## src/rtl/axi_lite_rd_arbiter_if.sv

```systemverilog
`default_nettype none
// ============================================================================
// Module   : axi_lite_rd_arbiter_if
// Brief    : AXI-lite bus bundle (AR/R/AW/W/B) with master and slave views.
// Revision : 1.0
// ============================================================================
interface axi_lite_rd_arbiter_if #(
   parameter int ADDR_W = 32,
   parameter int DATA_W = 32
);
   logic [ADDR_W-1:0]   araddr;
   logic                arvalid;
   logic                arready;
   logic [DATA_W-1:0]   rdata;
   logic                rvalid;
   logic                rready;
   logic [ADDR_W-1:0]   awaddr;
   logic                awvalid;
   logic                awready;
   logic [DATA_W-1:0]   wdata;
   logic [DATA_W/8-1:0] wstrb;
   logic                wvalid;
   logic                wready;
   logic [1:0]          bresp;
   logic                bvalid;
   logic                bready;

   modport master (
      output araddr, arvalid, rready, awaddr, awvalid, wdata, wstrb, wvalid, bready,
      input  arready, rdata, rvalid, awready, wready, bresp, bvalid
   );

   modport slave (
      input  araddr, arvalid, rready, awaddr, awvalid, wdata, wstrb, wvalid, bready,
      output arready, rdata, rvalid, awready, wready, bresp, bvalid
   );
endinterface
`default_nettype wire

```

## src/rtl/axi_lite_rd_arbiter.sv

```systemverilog
`default_nettype none
// ============================================================================
// Module   : axi_lite_rd_arbiter
// Brief    : IFU (m0) / LSU (m1) read arbiter in front of the AXI-lite RAM;
//            LSU writes pass straight through. Define ARB_FIXED_PRIO_EN for
//            fixed LSU priority instead of round-robin.
// Revision : 1.0
// ============================================================================
module axi_lite_rd_arbiter #(
   parameter int ADDR_W = 32,
   parameter int DATA_W = 32
) (
   input  wire logic             clk,
   input  wire logic             rst,
   axi_lite_rd_arbiter_if.slave  m0,
   axi_lite_rd_arbiter_if.slave  m1,
   axi_lite_rd_arbiter_if.master s,
   output logic                  grant
);

   typedef enum logic [1:0] {
      ST_IDLE = 2'd0,
      ST_ADDR = 2'd1,
      ST_DATA = 2'd2
   } state_t;

   state_t            r_state;
   logic              r_grant;
`ifndef ARB_FIXED_PRIO_EN
   logic              r_last_grant;
`endif
   logic              w_pick;
   logic              w_in_addr;
   logic              w_in_data;
   logic              w_g_arvalid;
   logic [ADDR_W-1:0] w_g_araddr;
   logic [DATA_W-1:0] w_s_rdata;
   logic              w_unused_m0;

   // Requester chosen when leaving IDLE; holds the current owner if nobody asks.
   always_comb begin
      w_pick = r_grant;
      if (m0.arvalid && !m1.arvalid) begin
         w_pick = 1'b0;
      end else if (!m0.arvalid && m1.arvalid) begin
         w_pick = 1'b1;
      end else if (m0.arvalid && m1.arvalid) begin
`ifdef ARB_FIXED_PRIO_EN
         w_pick = 1'b1;
`else
         w_pick = ~r_last_grant;
`endif
      end
   end

   always_ff @(posedge clk) begin
      if (rst) begin
         r_state      <= ST_IDLE;
         r_grant      <= 1'b0;
`ifndef ARB_FIXED_PRIO_EN
         r_last_grant <= 1'b1;
`endif
      end else begin
         case (r_state)
            ST_IDLE: begin
               if (m0.arvalid || m1.arvalid) begin
                  r_grant <= w_pick;
                  r_state <= ST_ADDR;
               end
            end
            ST_ADDR: begin
               if (w_g_arvalid && s.arready) begin
                  r_state      <= ST_DATA;
`ifndef ARB_FIXED_PRIO_EN
                  r_last_grant <= r_grant;
`endif
               end else if (!w_g_arvalid) begin
                  r_state <= ST_IDLE;
               end
            end
            ST_DATA: begin
               if (s.rvalid && s.rready) begin
                  r_state <= ST_IDLE;
               end
            end
            default: r_state <= ST_IDLE;
         endcase
      end
   end

   assign w_in_addr   = (r_state == ST_ADDR);
   assign w_in_data   = (r_state == ST_DATA);
   assign w_g_arvalid = r_grant ? m1.arvalid : m0.arvalid;
   assign w_g_araddr  = r_grant ? m1.araddr  : m0.araddr;
   assign w_s_rdata   = s.rdata;
   assign grant       = r_grant;

   // The RAM only ever sees an address while a read is being granted.
   assign s.araddr    = w_in_addr ? w_g_araddr : '0;
   assign s.arvalid   = w_in_addr & w_g_arvalid;
   assign m0.arready  = w_in_addr & ~r_grant & s.arready;
   assign m1.arready  = w_in_addr &  r_grant & s.arready;

   assign s.rready    = w_in_data & (r_grant ? m1.rready : m0.rready);
   assign m0.rvalid   = w_in_data & ~r_grant & s.rvalid;
   assign m1.rvalid   = w_in_data &  r_grant & s.rvalid;
   assign m0.rdata    = (w_in_data & ~r_grant) ? w_s_rdata : '0;
   assign m1.rdata    = (w_in_data &  r_grant) ? w_s_rdata : '0;

   assign s.awaddr    = m1.awaddr;
   assign s.awvalid   = m1.awvalid;
   assign m1.awready  = s.awready;
   assign s.wdata     = m1.wdata;
   assign s.wstrb     = m1.wstrb;
   assign s.wvalid    = m1.wvalid;
   assign m1.wready   = s.wready;
   assign m1.bresp    = s.bresp;
   assign m1.bvalid   = s.bvalid;
   assign s.bready    = m1.bready;

   // The IFU never writes: its write channel is parked.
   assign m0.awready  = 1'b0;
   assign m0.wready   = 1'b0;
   assign m0.bresp    = 2'b00;
   assign m0.bvalid   = 1'b0;
   assign w_unused_m0 = &{1'b0, m0.awaddr, m0.awvalid, m0.wdata, m0.wstrb, m0.wvalid, m0.bready};

endmodule
`default_nettype wire

```

## src/flat_wrapper.sv

```systemverilog
// flat-port wrapper written by rule: the top's interface ports become plain ports
module axi_lite_rd_arbiter_flat 
#(
   parameter int ADDR_W = 32,
   parameter int DATA_W = 32
)
  (clk, rst, grant, m0_araddr, m0_arvalid, m0_rready, m0_awaddr, m0_awvalid, m0_wdata, m0_wstrb, m0_wvalid, m0_bready, m0_arready, m0_rdata, m0_rvalid, m0_awready, m0_wready, m0_bresp, m0_bvalid, m1_araddr, m1_arvalid, m1_rready, m1_awaddr, m1_awvalid, m1_wdata, m1_wstrb, m1_wvalid, m1_bready, m1_arready, m1_rdata, m1_rvalid, m1_awready, m1_wready, m1_bresp, m1_bvalid, s_araddr, s_arvalid, s_rready, s_awaddr, s_awvalid, s_wdata, s_wstrb, s_wvalid, s_bready, s_arready, s_rdata, s_rvalid, s_awready, s_wready, s_bresp, s_bvalid);
  axi_lite_rd_arbiter_if #(.ADDR_W(ADDR_W), .DATA_W(DATA_W)) m0_i ();
  axi_lite_rd_arbiter_if #(.ADDR_W(ADDR_W), .DATA_W(DATA_W)) m1_i ();
  axi_lite_rd_arbiter_if #(.ADDR_W(ADDR_W), .DATA_W(DATA_W)) s_i ();
  input  wire logic clk;
  input  wire logic rst;
  output logic grant;
  input wire logic [$bits(m0_i.araddr)-1:0] m0_araddr;
  input wire logic [$bits(m0_i.arvalid)-1:0] m0_arvalid;
  input wire logic [$bits(m0_i.rready)-1:0] m0_rready;
  input wire logic [$bits(m0_i.awaddr)-1:0] m0_awaddr;
  input wire logic [$bits(m0_i.awvalid)-1:0] m0_awvalid;
  input wire logic [$bits(m0_i.wdata)-1:0] m0_wdata;
  input wire logic [$bits(m0_i.wstrb)-1:0] m0_wstrb;
  input wire logic [$bits(m0_i.wvalid)-1:0] m0_wvalid;
  input wire logic [$bits(m0_i.bready)-1:0] m0_bready;
  output wire logic [$bits(m0_i.arready)-1:0] m0_arready;
  output wire logic [$bits(m0_i.rdata)-1:0] m0_rdata;
  output wire logic [$bits(m0_i.rvalid)-1:0] m0_rvalid;
  output wire logic [$bits(m0_i.awready)-1:0] m0_awready;
  output wire logic [$bits(m0_i.wready)-1:0] m0_wready;
  output wire logic [$bits(m0_i.bresp)-1:0] m0_bresp;
  output wire logic [$bits(m0_i.bvalid)-1:0] m0_bvalid;
  input wire logic [$bits(m1_i.araddr)-1:0] m1_araddr;
  input wire logic [$bits(m1_i.arvalid)-1:0] m1_arvalid;
  input wire logic [$bits(m1_i.rready)-1:0] m1_rready;
  input wire logic [$bits(m1_i.awaddr)-1:0] m1_awaddr;
  input wire logic [$bits(m1_i.awvalid)-1:0] m1_awvalid;
  input wire logic [$bits(m1_i.wdata)-1:0] m1_wdata;
  input wire logic [$bits(m1_i.wstrb)-1:0] m1_wstrb;
  input wire logic [$bits(m1_i.wvalid)-1:0] m1_wvalid;
  input wire logic [$bits(m1_i.bready)-1:0] m1_bready;
  output wire logic [$bits(m1_i.arready)-1:0] m1_arready;
  output wire logic [$bits(m1_i.rdata)-1:0] m1_rdata;
  output wire logic [$bits(m1_i.rvalid)-1:0] m1_rvalid;
  output wire logic [$bits(m1_i.awready)-1:0] m1_awready;
  output wire logic [$bits(m1_i.wready)-1:0] m1_wready;
  output wire logic [$bits(m1_i.bresp)-1:0] m1_bresp;
  output wire logic [$bits(m1_i.bvalid)-1:0] m1_bvalid;
  output wire logic [$bits(s_i.araddr)-1:0] s_araddr;
  output wire logic [$bits(s_i.arvalid)-1:0] s_arvalid;
  output wire logic [$bits(s_i.rready)-1:0] s_rready;
  output wire logic [$bits(s_i.awaddr)-1:0] s_awaddr;
  output wire logic [$bits(s_i.awvalid)-1:0] s_awvalid;
  output wire logic [$bits(s_i.wdata)-1:0] s_wdata;
  output wire logic [$bits(s_i.wstrb)-1:0] s_wstrb;
  output wire logic [$bits(s_i.wvalid)-1:0] s_wvalid;
  output wire logic [$bits(s_i.bready)-1:0] s_bready;
  input wire logic [$bits(s_i.arready)-1:0] s_arready;
  input wire logic [$bits(s_i.rdata)-1:0] s_rdata;
  input wire logic [$bits(s_i.rvalid)-1:0] s_rvalid;
  input wire logic [$bits(s_i.awready)-1:0] s_awready;
  input wire logic [$bits(s_i.wready)-1:0] s_wready;
  input wire logic [$bits(s_i.bresp)-1:0] s_bresp;
  input wire logic [$bits(s_i.bvalid)-1:0] s_bvalid;
  assign m0_i.araddr = m0_araddr;
  assign m0_i.arvalid = m0_arvalid;
  assign m0_i.rready = m0_rready;
  assign m0_i.awaddr = m0_awaddr;
  assign m0_i.awvalid = m0_awvalid;
  assign m0_i.wdata = m0_wdata;
  assign m0_i.wstrb = m0_wstrb;
  assign m0_i.wvalid = m0_wvalid;
  assign m0_i.bready = m0_bready;
  assign m0_arready = m0_i.arready;
  assign m0_rdata = m0_i.rdata;
  assign m0_rvalid = m0_i.rvalid;
  assign m0_awready = m0_i.awready;
  assign m0_wready = m0_i.wready;
  assign m0_bresp = m0_i.bresp;
  assign m0_bvalid = m0_i.bvalid;
  assign m1_i.araddr = m1_araddr;
  assign m1_i.arvalid = m1_arvalid;
  assign m1_i.rready = m1_rready;
  assign m1_i.awaddr = m1_awaddr;
  assign m1_i.awvalid = m1_awvalid;
  assign m1_i.wdata = m1_wdata;
  assign m1_i.wstrb = m1_wstrb;
  assign m1_i.wvalid = m1_wvalid;
  assign m1_i.bready = m1_bready;
  assign m1_arready = m1_i.arready;
  assign m1_rdata = m1_i.rdata;
  assign m1_rvalid = m1_i.rvalid;
  assign m1_awready = m1_i.awready;
  assign m1_wready = m1_i.wready;
  assign m1_bresp = m1_i.bresp;
  assign m1_bvalid = m1_i.bvalid;
  assign s_araddr = s_i.araddr;
  assign s_arvalid = s_i.arvalid;
  assign s_rready = s_i.rready;
  assign s_awaddr = s_i.awaddr;
  assign s_awvalid = s_i.awvalid;
  assign s_wdata = s_i.wdata;
  assign s_wstrb = s_i.wstrb;
  assign s_wvalid = s_i.wvalid;
  assign s_bready = s_i.bready;
  assign s_i.arready = s_arready;
  assign s_i.rdata = s_rdata;
  assign s_i.rvalid = s_rvalid;
  assign s_i.awready = s_awready;
  assign s_i.wready = s_wready;
  assign s_i.bresp = s_bresp;
  assign s_i.bvalid = s_bvalid;
  axi_lite_rd_arbiter #(.ADDR_W(ADDR_W), .DATA_W(DATA_W)) u_core (.clk(clk), .rst(rst), .m0(m0_i), .m1(m1_i), .s(s_i), .grant(grant));
endmodule
```

## config.mk

```make
export PLATFORM = sky130hd
export DESIGN_NAME = axi_lite_rd_arbiter_flat
export DESIGN_NICKNAME = d
export VERILOG_FILES = /design/src/rtl/axi_lite_rd_arbiter_if.sv /design/src/rtl/axi_lite_rd_arbiter.sv /design/src/flat_wrapper.sv
export SDC_FILE = /design/constraint.sdc
export NUM_CORES = 1
export LEC_CHECK = 0
export ABC_AREA = 1
export BUFFER_PORTS_ARGS = -buffer_cell sky130_fd_sc_hd__buf_2
export CAP_MARGIN = 25
export CORE_AREA = 2 2 167 169
export CTS_CLUSTER_SIZE = 20
export DETAILED_ROUTE_END_ITERATION = 6
export DIE_AREA = 0 0 169 171
export HOLD_SLACK_MARGIN = 0.12
export PLACE_DENSITY = 0.3
export SYNTH_ARGS = -nofsm -noshare
export SYNTH_HDL_FRONTEND = slang
export SYNTH_SLANG_ARGS = --single-unit
```

## constraint.sdc

```tcl
create_clock -name clk -period 1.7 [get_ports clk]
set_clock_uncertainty 0.1 [all_clocks]
set_input_delay 0.255 -clock clk [delete_from_list [all_inputs] [get_ports clk]]
set_output_delay 0.255 -clock clk [all_outputs]
set_load 0.02 [all_outputs]
```

# After elaboration in Yosys (flattened, before gate mapping)
# Cells that the tools add are included.
# totals
regBits	4
latch_bits	0
ram_bits	0
mem_bits_ro	0
inputBits	251
out_inout_bits	184
elab_cells	47
mem_count	0
# op_classes
addsub	0
mul	0
n_div	0
n_lt_le_gt_ge	0
eq_ne	5
shifts	0
muxes	14
n_bitwise	12
n_reduce_logical	13
# op_table
op	n
$mux W32	4
$and A1 B1 Y1	10
$mux W2	4
$pmux W2 S3	1
$reduce_and A3 Y1	2
$logic_and A1 B1 Y1	5
$mux W1	5
$ne A3 B3 Y1 const B	1
$reduce_bool A3 Y1	1
$eq A2 B1 Y1 const B	1
$eq A2 B2 Y1 const B	1
$logic_not A1 Y1	2
$logic_not A2 Y1	1
$ne A2 B1 Y1 const B	1
$ne A2 B2 Y1 const B	1
$not A1 Y1	2
$reduce_and A2 Y1	1
$logic_or A1 B1 Y1	1

# Longest topological paths before layout
# Gate-level depths: netlist (run 1).
# logic_depth
ltp_word	5
ltp_mapped	7
ltp_nobuf	7

# Worst setup path after synthesis (run 1)
# Ideal clock, no wire load.
# synth_path
path_kind	register to output
startpoint	register u_core.r_grant (netlist: u_core.grant)
endpoint	output m1_arready
arrival_ns	1.295
required_ns	1.345
path_slack_ns	0.050
path_stages_with_launch	4
path_buffers	1
path_cell_list	dfxtp_1 inv_2 buf_2 nor3_1
# synth_via
elab_chain_cells	2
# synth_rtl
item	line_no	source
from (decl)	axi_lite_rd_arbiter.sv:28	logic r_grant;
from (signal assigned)	axi_lite_rd_arbiter.sv:67	r_grant <= w_pick;
$and A1 B1 Y1 (2 in a row)	axi_lite_rd_arbiter.sv:102	assign m1.arready = w_in_addr & r_grant & s.arready;
to (decl)	flat_wrapper.sv:39	output wire logic [$bits(m1_i.arready)-1:0] m1_arready;
# No other way between the ends.

# Worst setup path after layout (run 1)
# layout_path
startpoint	register u_core.r_grant (netlist: u_core.grant)
endpoint	output s_araddr[11]
# layout_via
elab_chain_cells	2
# layout_rtl
item	line_no	source
$mux W32	axi_lite_rd_arbiter.sv:94	assign w_g_araddr = r_grant ? m1.araddr : m0.araddr;
$mux W32	axi_lite_rd_arbiter.sv:99	assign s.araddr = w_in_addr ? w_g_araddr : '0;
to (decl)	flat_wrapper.sv:46	output wire logic [$bits(s_i.araddr)-1:0] s_araddr;
# No other way between the ends.

==> metrics.csv, run 1 <==
metric;value;unit
status;finished, final reports clean;
slowest_delay;370;ps
cts_tree;yes;
viasPerCell;2.978;
grt_pass1_wl;10670;um
max_freq;598.2;MHz
cts_buffers;3;
start_util;6.667;%
clk_latency;220;ps
cts.clk_slew.worst_paths;30;ps
dp.cells;806;
syn-cell-area;1822;um^2
yosysMostFrequentCell;buf_4;
setup_tns;0;ps
grt_max_degree;38;
antenna_found_initial;1;
ant_nets;0;
rsz0062_at_grt;yes;
final_cells;828;
peakVddDrop;255.8;uV
root_buffer;clkbuf_16;
overflow;0;
dpl_cell_area;2691;um^2
wl;8856;um
worstPathMaxFanout;8;
ys_ff_latch;4;
finalMaxSlewViolations;0;
highest_layer;met5;
areaGrowthSynthToFinish;81.94;%
cp_cell_sequence;clkinv_8 > buf_6 > clkbuf_16 > nand2_4 > a21oi_2 > buf_4;
yosysUniqueCellTypes;19;
synth_top_cell_by_area;buf_4;
die_area;28900;um^2
die_x;169;um
cp-start-kind;register;
min_period;1672;ps
startpoint;u_core.grant;
syn_inst;337;
vias;2466;
grt_pass1_vias;2079;
critPathRequiredTime;1340;ps
gp_congestion;0.6932;
power_switching;621.2;uW
ios;435;
internal-power;816.1;uW
die_h;171;um
avgSynthCellArea;5.406;um^2
worstHoldStart;s_arready;
synth-edff-count;0;
final_cell_area;3314;um^2
period_share;98.34;%
cp_num_buf_inv;4;
hp-class;in2reg;
clock-sinks;4;
yosys_warnings;0;
yosysTopAreaCellShare;33.79;%
hold_viol_final;0;
portBuffers;206;
yosys-top-cells-area;buf_4 (34%), nand2_1 (16%), nor2_1 (12%), a21oi_1 (9.9%), inv_1 (7.6%);
power_switching_share;43.22;%
pwr-share-comb;66.5;%
synth_flop_cell;dfxtp_1;
p_per_area;433.6;nW/um^2
path_delay_family;buffers and inverters;
power.leakage;0.001867;uW
cap_violations;0;
htreeDepth;1;
coreArea;27320;um^2
placementRows;61;
r2r-start;u_core.grant;
slowest_stage;dfxtp_4;
p_seq_share;8.1;%
met1_length;3418;um
synth_commonest_cells;buf_4 (82), nand2_1 (76), nor2_1 (60);
synthArstFlopShare;0;%
first_pass_iters;4;
wire_per_inst;10.70;um
seq_area_frac_synth;4.396;%
drcViolationCount;0;
grt_usage;4.843;%
setup_viol;0;
clkPwrFrac;25.4;%
total_power;1437;uW
wl_met3;852;um
path_class;reg2out;
clock_path_buffers;2;
fin_nets;734;
drt_iter0_markers;48;
drive_gt1_share;60.08;%
end_kind;primary output;
met2_length;4435;um
hpwl;6257;um
worstPathArrival;1320;ps
[sequential cells by signal, indices dropped and copies added (netlist names)]
name and cells:
u_core.r_state 2, u_core.r_last_grant 1, u_core.grant 1
[power groups by stage]
stage               logic, uW  clock network [uW]  registers, uW
floorplan                 705                   0            114
global placement          768                   0            113
detailed placement        755                   0            113
CTS                       805                 373            114
global route             1040                 376            119
finish                    956                 365            116
[tightest hold or removal path, cell delays in order]
cell,delay [ps]
buf_2,100
nand4_1,90
nand3_1,80
[placed cells by master, fill, tap and decap left out, types with 3 or more instances in the layout]
cell type,instances
buf_2,148
buf_4,69
nand2_1,67
nor2_1,56
inv_1,36
a21oi_1,19
a21oi_2,16
nor2_2,14
nand2_2,8
clkbuf_16,6
buf_6,6
nand3_1,5
conb_1,5
buf_12,5
nand2_4,3
[layer usage]
layer	global-route usage (%)	vias up
met3	1.689	16
li1	-	1211
met5	0	-
met2	9.284	181
met1	4.779	1056
met4	1.858	2
[cell families after synthesis]
group	synth area share, %
AO/OA/AOI/OAI	10.16
buffers and inverters	49.31
flip-flops	4.396
other	0.2058
AND/OR/NAND/NOR	35.92
[area by class of cell]
cell class                 instances  area [um^2]
sequential                         4        86.33
multi-input combinational        200        991.0
tap                              346        432.9
fill                            3212        24010
clock buffer                       3        75.07
timing repair buffer             234         1554
antenna                            1        2.502
inverter                          40        172.7
[through the flow]
step / hold WS [ps] / setup slack, ps / utilization, %
after floorplan: 224.1 / 50.35 / -
final: 229.0 / 28.23 / 12.13
after CTS: 229.6 / 5.318 / 10.60
after detailed placement: 356.5 / 115.1 / 9.850
after global placement: 358.2 / 94.10 / 9.850
after global routing: 263.0 / -29.18 / 12.12
[what timing repair did]
action	in CTS	in global routing
gates cloned	1	4
buffers inserted	3	9
hold buffers	1	0
pin swaps	1	2
gates resized for setup	27	87
hold endpoints to repair	1	0
endpoints found under the setup margin	32	80
[path summary, 6_finish.rpt]
| kind | endpoint | slack [ps] | cells past startpoint |
|---|---|---|---|
| max | s_araddr[11] | 30 | 6 |
| min | u_core.r_last_grant | 230 | 3 |
| max reg2reg | u_core.r_last_grant | 290 | 8 |
| min reg2reg | u_core.r_last_grant | 370 | 2 |
Power figures use the tool's default switching activity.
==> inputs of run 2 (changes only) <==
ABC_AREA = unset   (was 1)
CORE_AREA = 2 2 170 172   (was 2 2 167 169)
DIE_AREA = 0 0 172 174   (was 0 0 169 171)
==> run 2 against run 1 <==
Net effect: count of clock-buffer cells in the layout unchanged; hold slack worse by 72 ps; largest cell class unchanged; sequential share of layout area about the same; synthesized area decreased by 10%; fmax is 4.3% lower; the run now ends with setup timing left; combinational power fell by 20%; power fell by 13%.
==> metrics.csv, run 2 <==
metric;value;unit
status;complete, but fails checks;
failed_checks;setup timing;
diodes;0;
areaGrowthSynthToFinish;97.47;%
p_per_area;386.2;nW/um^2
synthSimpleGateAreaFrac;31.85;%
max_freq;572.4;MHz
yosys-top-cells-area;buf_4 (37%), and2_1 (26%), a22o_1 (18%), dfxtp_1 (4.9%), buf_2 (1.8%);
setup_ws;-46.95;ps
fill_cells;3289;
die_h;174;um
viasPerCell;2.736;
gp_congestion;0.6232;
clk_latency;230;ps
synth_compound_area_share;20.21;%
power.leakage;0.001563;uW
hold_viol_final;0;
cts.clk_slew.worst_paths;30;ps
wire_per_inst;11.81;um
ctsHoldBuffers;0;
grt_usage;5.037;%
coreArea;28240;um^2
most-common-layout-cells;buf_2 (106), buf_4 (66), and2_1 (65), buf_6 (39), a22o_1 (31);
regMostFlops;u_core.r_state;
drive_gt1_share;67.42;%
drcViolationCount;0;
start_util;5.787;%
synth_top_family_by_area;buffers and inverters;
largest_reg_flops;2;
cp-start-kind;register;
overflow;0;
worstPathMaxFanout;8;
yosysMostFrequentCell;buf_4;
yosysTopAreaCellShare;37.21;%
path_class;reg2out;
grt_max_degree;35;
synth_top_cell_by_area;buf_4;
worstPathArrival;1390;ps
ant_nets;0;
cts_tree;yes;
portBuffers;206;
seq_area_frac_synth;4.900;%
hp-class;in2reg;
layout_commonest_cell;buf_2;
grt_pass1_vias;1860;
end_kind;primary output;
wl;8741;um
power_switching;436.8;uW
synth_xor_area_share;0;%
synth-edff-count;0;
yosys_warnings;0;
preCtsSetupSlack;60.55;ps
min_period;1747;ps
final_core_utilization;11.43;%
syn-cell-area;1634;um^2
root_buffer;clkbuf_16;
syn_inst;223;
first_pass_iters;4;
period_share;102.8;%
synthArstFlopShare;0;%
htreeDepth;1;
drt_iter0_markers;29;
synthAdderAreaFrac;0;%
power_switching_share;35.06;%
hpwl;6595;um
cts_buffers;3;
antenna_found_initial;1;
yosysUniqueCellTypes;24;
p_seq_share;8.8;%
synth_commonest_cells;buf_4 (81), and2_1 (68), a22o_1 (33);
internal-power;809.2;uW
avgSynthCellArea;7.328;um^2
ios;435;
clock-sinks;4;
finalMaxSlewViolations;0;
fin_nets;609;
synthMuxAreaShare;1.914;%
clock_path_buffers;2;
peakVddDrop;233.8;uV
grt_pass1_wl;10980;um
vias;2025;
ys_ff_latch;4;
clkPwrFrac;29.6;%
rsz0062_at_grt;yes;
placementRows;62;
critPathRequiredTime;1340;ps
synth_flop_cell;dfxtp_1;
die_area;29930;um^2
die_x;172;um
cap_violations;0;
setup_viol;16;
pwr-share-comb;61.6;%
==> run 2: cell count changes after synthesis, sizes merged, moves of 4 or more <==
cell,before,now
a21oi,36,2
a22o,0,33
and2,0,68
buf,97,87
clkbuf,0,6
inv,39,1
nand2,79,1
nand3,5,1
nor2,71,9
==> run 2: worst paths after layout <==
check                 startpoint             endpoint  slack, ps  depth (start not counted)
max            u_core.r_state[1]         s_araddr[26]        -50                          6
min                          rst         u_core.grant        160                          2
max reg2reg         u_core.grant    u_core.r_state[1]        330                          4
min reg2reg  u_core.r_last_grant  u_core.r_last_grant        420                          2
==> run 2: cells by family (layout without fill, tap and decap cells) <==
group,Yosys count,after routing
simple gates,82,82
other cells,1,5
mux,3,3
compound gates,39,39
buf+inv,94,223
flops,4,4
==> run 2: critical path, cell delays in order (launching register included) <==
cell	delay, ps
dfxtp_2	310
nand2b_4	160
nor2_4	140
buf_12	140
buf_16	140
a22o_1	160
buf_6	120
==> run 2: per-layer routing <==
metal,vias up,GRT usage (%),part of all wire [%]
met5,-,0,0
met4,0,3.221,6.1
met3,48,1.389,13
met2,187,9.906,50
met1,867,4.365,30
li1,923,-,-
==> run 2: layout make-up <==
| cell class | instances | area [um^2] | share of cell area, % |
|---|---|---|---|
| Multi-Input combinational cell | 129 | 943.4 | 29.24 |
| Sequential cell | 4 | 83.83 | 2.598 |
| Clock buffer | 3 | 75.07 | 2.326 |
| Tap cell | 384 | 480.5 | 14.89 |
| Inverter | 1 | 3.754 | 0.1163 |
| Timing Repair Buffer | 219 | 1640 | 50.83 |
==> run 2: timing repair <==
item	in CTS	in global routing
gates cloned	3	0
gates resized for setup	87	67
pin swaps	16	5
endpoints found under the setup margin	78	101
setup buffers	2	1
==> run 2: through the flow <==
step | instance area, um^2 | setup TNS (ps) | std cells | hold WS, ps | total power [uW]
6_report | 3227 | -389.9 | 740 | 157.5 | 1246
2_1_floorplan | 1649 | 0 | 227 | 224.1 | 675.3
5_1_grt | 3227 | -3931 | 740 | 177.6 | 1317
4_1_cts | 3073 | -1625 | 740 | 165.8 | 1255
3_3_place_gp | 2609 | 0 | 732 | 409.6 | 690.3
3_5_place_dp | 2609 | 0 | 732 | 399.5 | 684.4
==> run 2: power by group through the flow <==
| stage | Sequential [uW] | Clock (uW) | Combinational, uW |
|---|---|---|---|
| floorplan | 112 | 0 | 563 |
| global placement | 108 | 0 | 582 |
| detailed placement | 108 | 0 | 577 |
| CTS | 108 | 376 | 771 |
| global route | 111 | 378 | 828 |
| finish | 110 | 369 | 768 |
==> inputs of run 3 (changes only) <==
CELL_PAD_IN_SITES_DETAIL_PLACEMENT = 1   (was unset)
CELL_PAD_IN_SITES_GLOBAL_PLACEMENT = 2   (was unset)
PLACE_DENSITY = 0.68   (was 0.3)
==> run 3 against run 2 <==
Net effect: the run still ends with setup timing left; global-route usage fell by 0.13 points; first-iteration DRC count increased by 10%; critical path type unchanged; cell count is 0.41% higher; cell area up 5.8%; power rose by 1.2%; critical endpoint unchanged; critical path depth did not move; count of clock-buffer cells in the layout is the same; setup slack got worse by 17 ps; sequential share of layout area decreased by 0.070 points.
==> metrics.csv, run 3 (synthesis gave the netlist of run 2 again) <==
metric;value;unit
clk_latency;220;ps
ios;435;
rsz0062_at_grt;yes;
grt_pass1_vias;2098;
die_x;172;um
final_cells;743;
grt_pass1_wl;11100;um
ant_nets;0;
first_pass_iters;4;
ctsHoldBuffers;0;
setup_tns;-1696;ps
peakVddDrop;168.7;uV
areaGrowthSynthToFinish;109.0;%
drive_gt1_share;73.54;%
drcViolationCount;0;
most-common-layout-cells;buf_2 (105), buf_6 (71), and2_1 (42), buf_4 (38), a22o_1 (33);
clock-sinks;4;
setup_viol;58;
path_class;reg2out;
root_buffer;clkbuf_16;
htreeDepth;1;
failed_checks;setup timing;
critPathRequiredTime;1340;ps
regMostFlops;u_core.r_state;
vias;2076;
hpwl;6190;um
worstPathMaxFanout;8;
coreArea;28240;um^2
grt_usage;4.904;%
cts_buffers;3;
setup_ws;-63.69;ps
total_power;1261;uW
status;complete, but fails checks;
die_area;29930;um^2
clock_path_buffers;2;
dp.cells;733;
drt_iter0_markers;32;
layout_commonest_cell;buf_2;
preCtsSetupSlack;-51.03;ps
end_kind;primary output;
viasPerCell;2.794;
worstPathArrival;1410;ps
placementRows;62;
start_util;5.787;%
cts.clk_slew.worst_paths;30;ps
cts_tree;yes;
finalMaxSlewViolations;0;
wire_per_inst;11.14;um
gp_congestion;0.6976;
hp-class;in2reg;
portBuffers;206;
wl;8280;um
overflow;0;
fill_cells;3430;
period_share;103.7;%
die_h;174;um
power.leakage;0.001621;uW
hold_viol_final;0;
cp-start-kind;register;
diodes;0;
min_period;1764;ps
max_freq;567.0;MHz
largest_reg_flops;2;
p_per_area;369.4;nW/um^2
cap_violations;0;
antenna_found_initial;0;
grt_max_degree;35;
fin_nets;612;
[run 3: cell count changes in the layout (fill, tap and decap cells not counted), moves of 2 or more]
cell and delta:
a22o_1 +2, a22o_4 -2, and2_1 -23, and2_4 +23, buf_4 -28, buf_6 +32
[run 3: through the flow]
stage | hold slack [ps] | util, % | instance area [um^2]
3_3_place_gp | 398.0 | 9.265 | 2616
4_1_cts | 151.1 | 11.68 | 3299
2_1_floorplan | 224.1 | - | 1649
5_1_grt | 181.3 | 12.09 | 3415
3_5_place_dp | 392.4 | 9.265 | 2616
6_report | 153.3 | 12.09 | 3415
[run 3: cell type report]
cell class                      instances  area [um^2]  share of cell area [%]
Tap cell                              384        480.5                   14.07
Timing Repair Buffer                  222         1785                   52.29
Sequential cell                         4        86.33                   2.528
Multi-Input combinational cell        129        983.4                   28.80
Clock buffer                            3        75.07                   2.199
Inverter                                1        3.754                  0.1099
[run 3: worst max-delay path, cell delays in order, from the launching register on]
cell	delay, ps
dfxtp_2	320
nand2b_4	160
nor2_4	170
buf_12	140
buf_16	120
a22o_1	150
buf_6	120
[run 3: timing repair]
action / 4_1_cts / 5_1_grt
pin swaps: 8 / 3
endpoints found under the setup margin: 101 / 101
setup buffers: 6 / 1
gates cloned: 3 / 0
gates resized for setup: 154 / 56
[run 3: power breakdown]
part           switching [uW]  internal, uW
registers                9.21           102
logic                     361           422
clock network            66.1           301
[run 3: worst paths after layout]
kind | startpoint | endpoint | slack [ps] | cells after the start
worst min register to register | u_core.r_last_grant | u_core.r_last_grant | 430 | 2
worst max-delay path | u_core.r_state[1] | s_araddr[26] | -60 | 6
worst max register to register | u_core.grant | u_core.r_state[1] | 250 | 4
worst min-delay path | rst | u_core.grant | 150 | 2
[run 3: routing by layer]
metal	GRT usage, %	vias up	share of wire [%]
met3	0.6831	40	8.8
met1	4.763	929	35
li1	-	922	-
met4	2.066	0	3.3
met2	10.02	185	53
met5	0	-	0
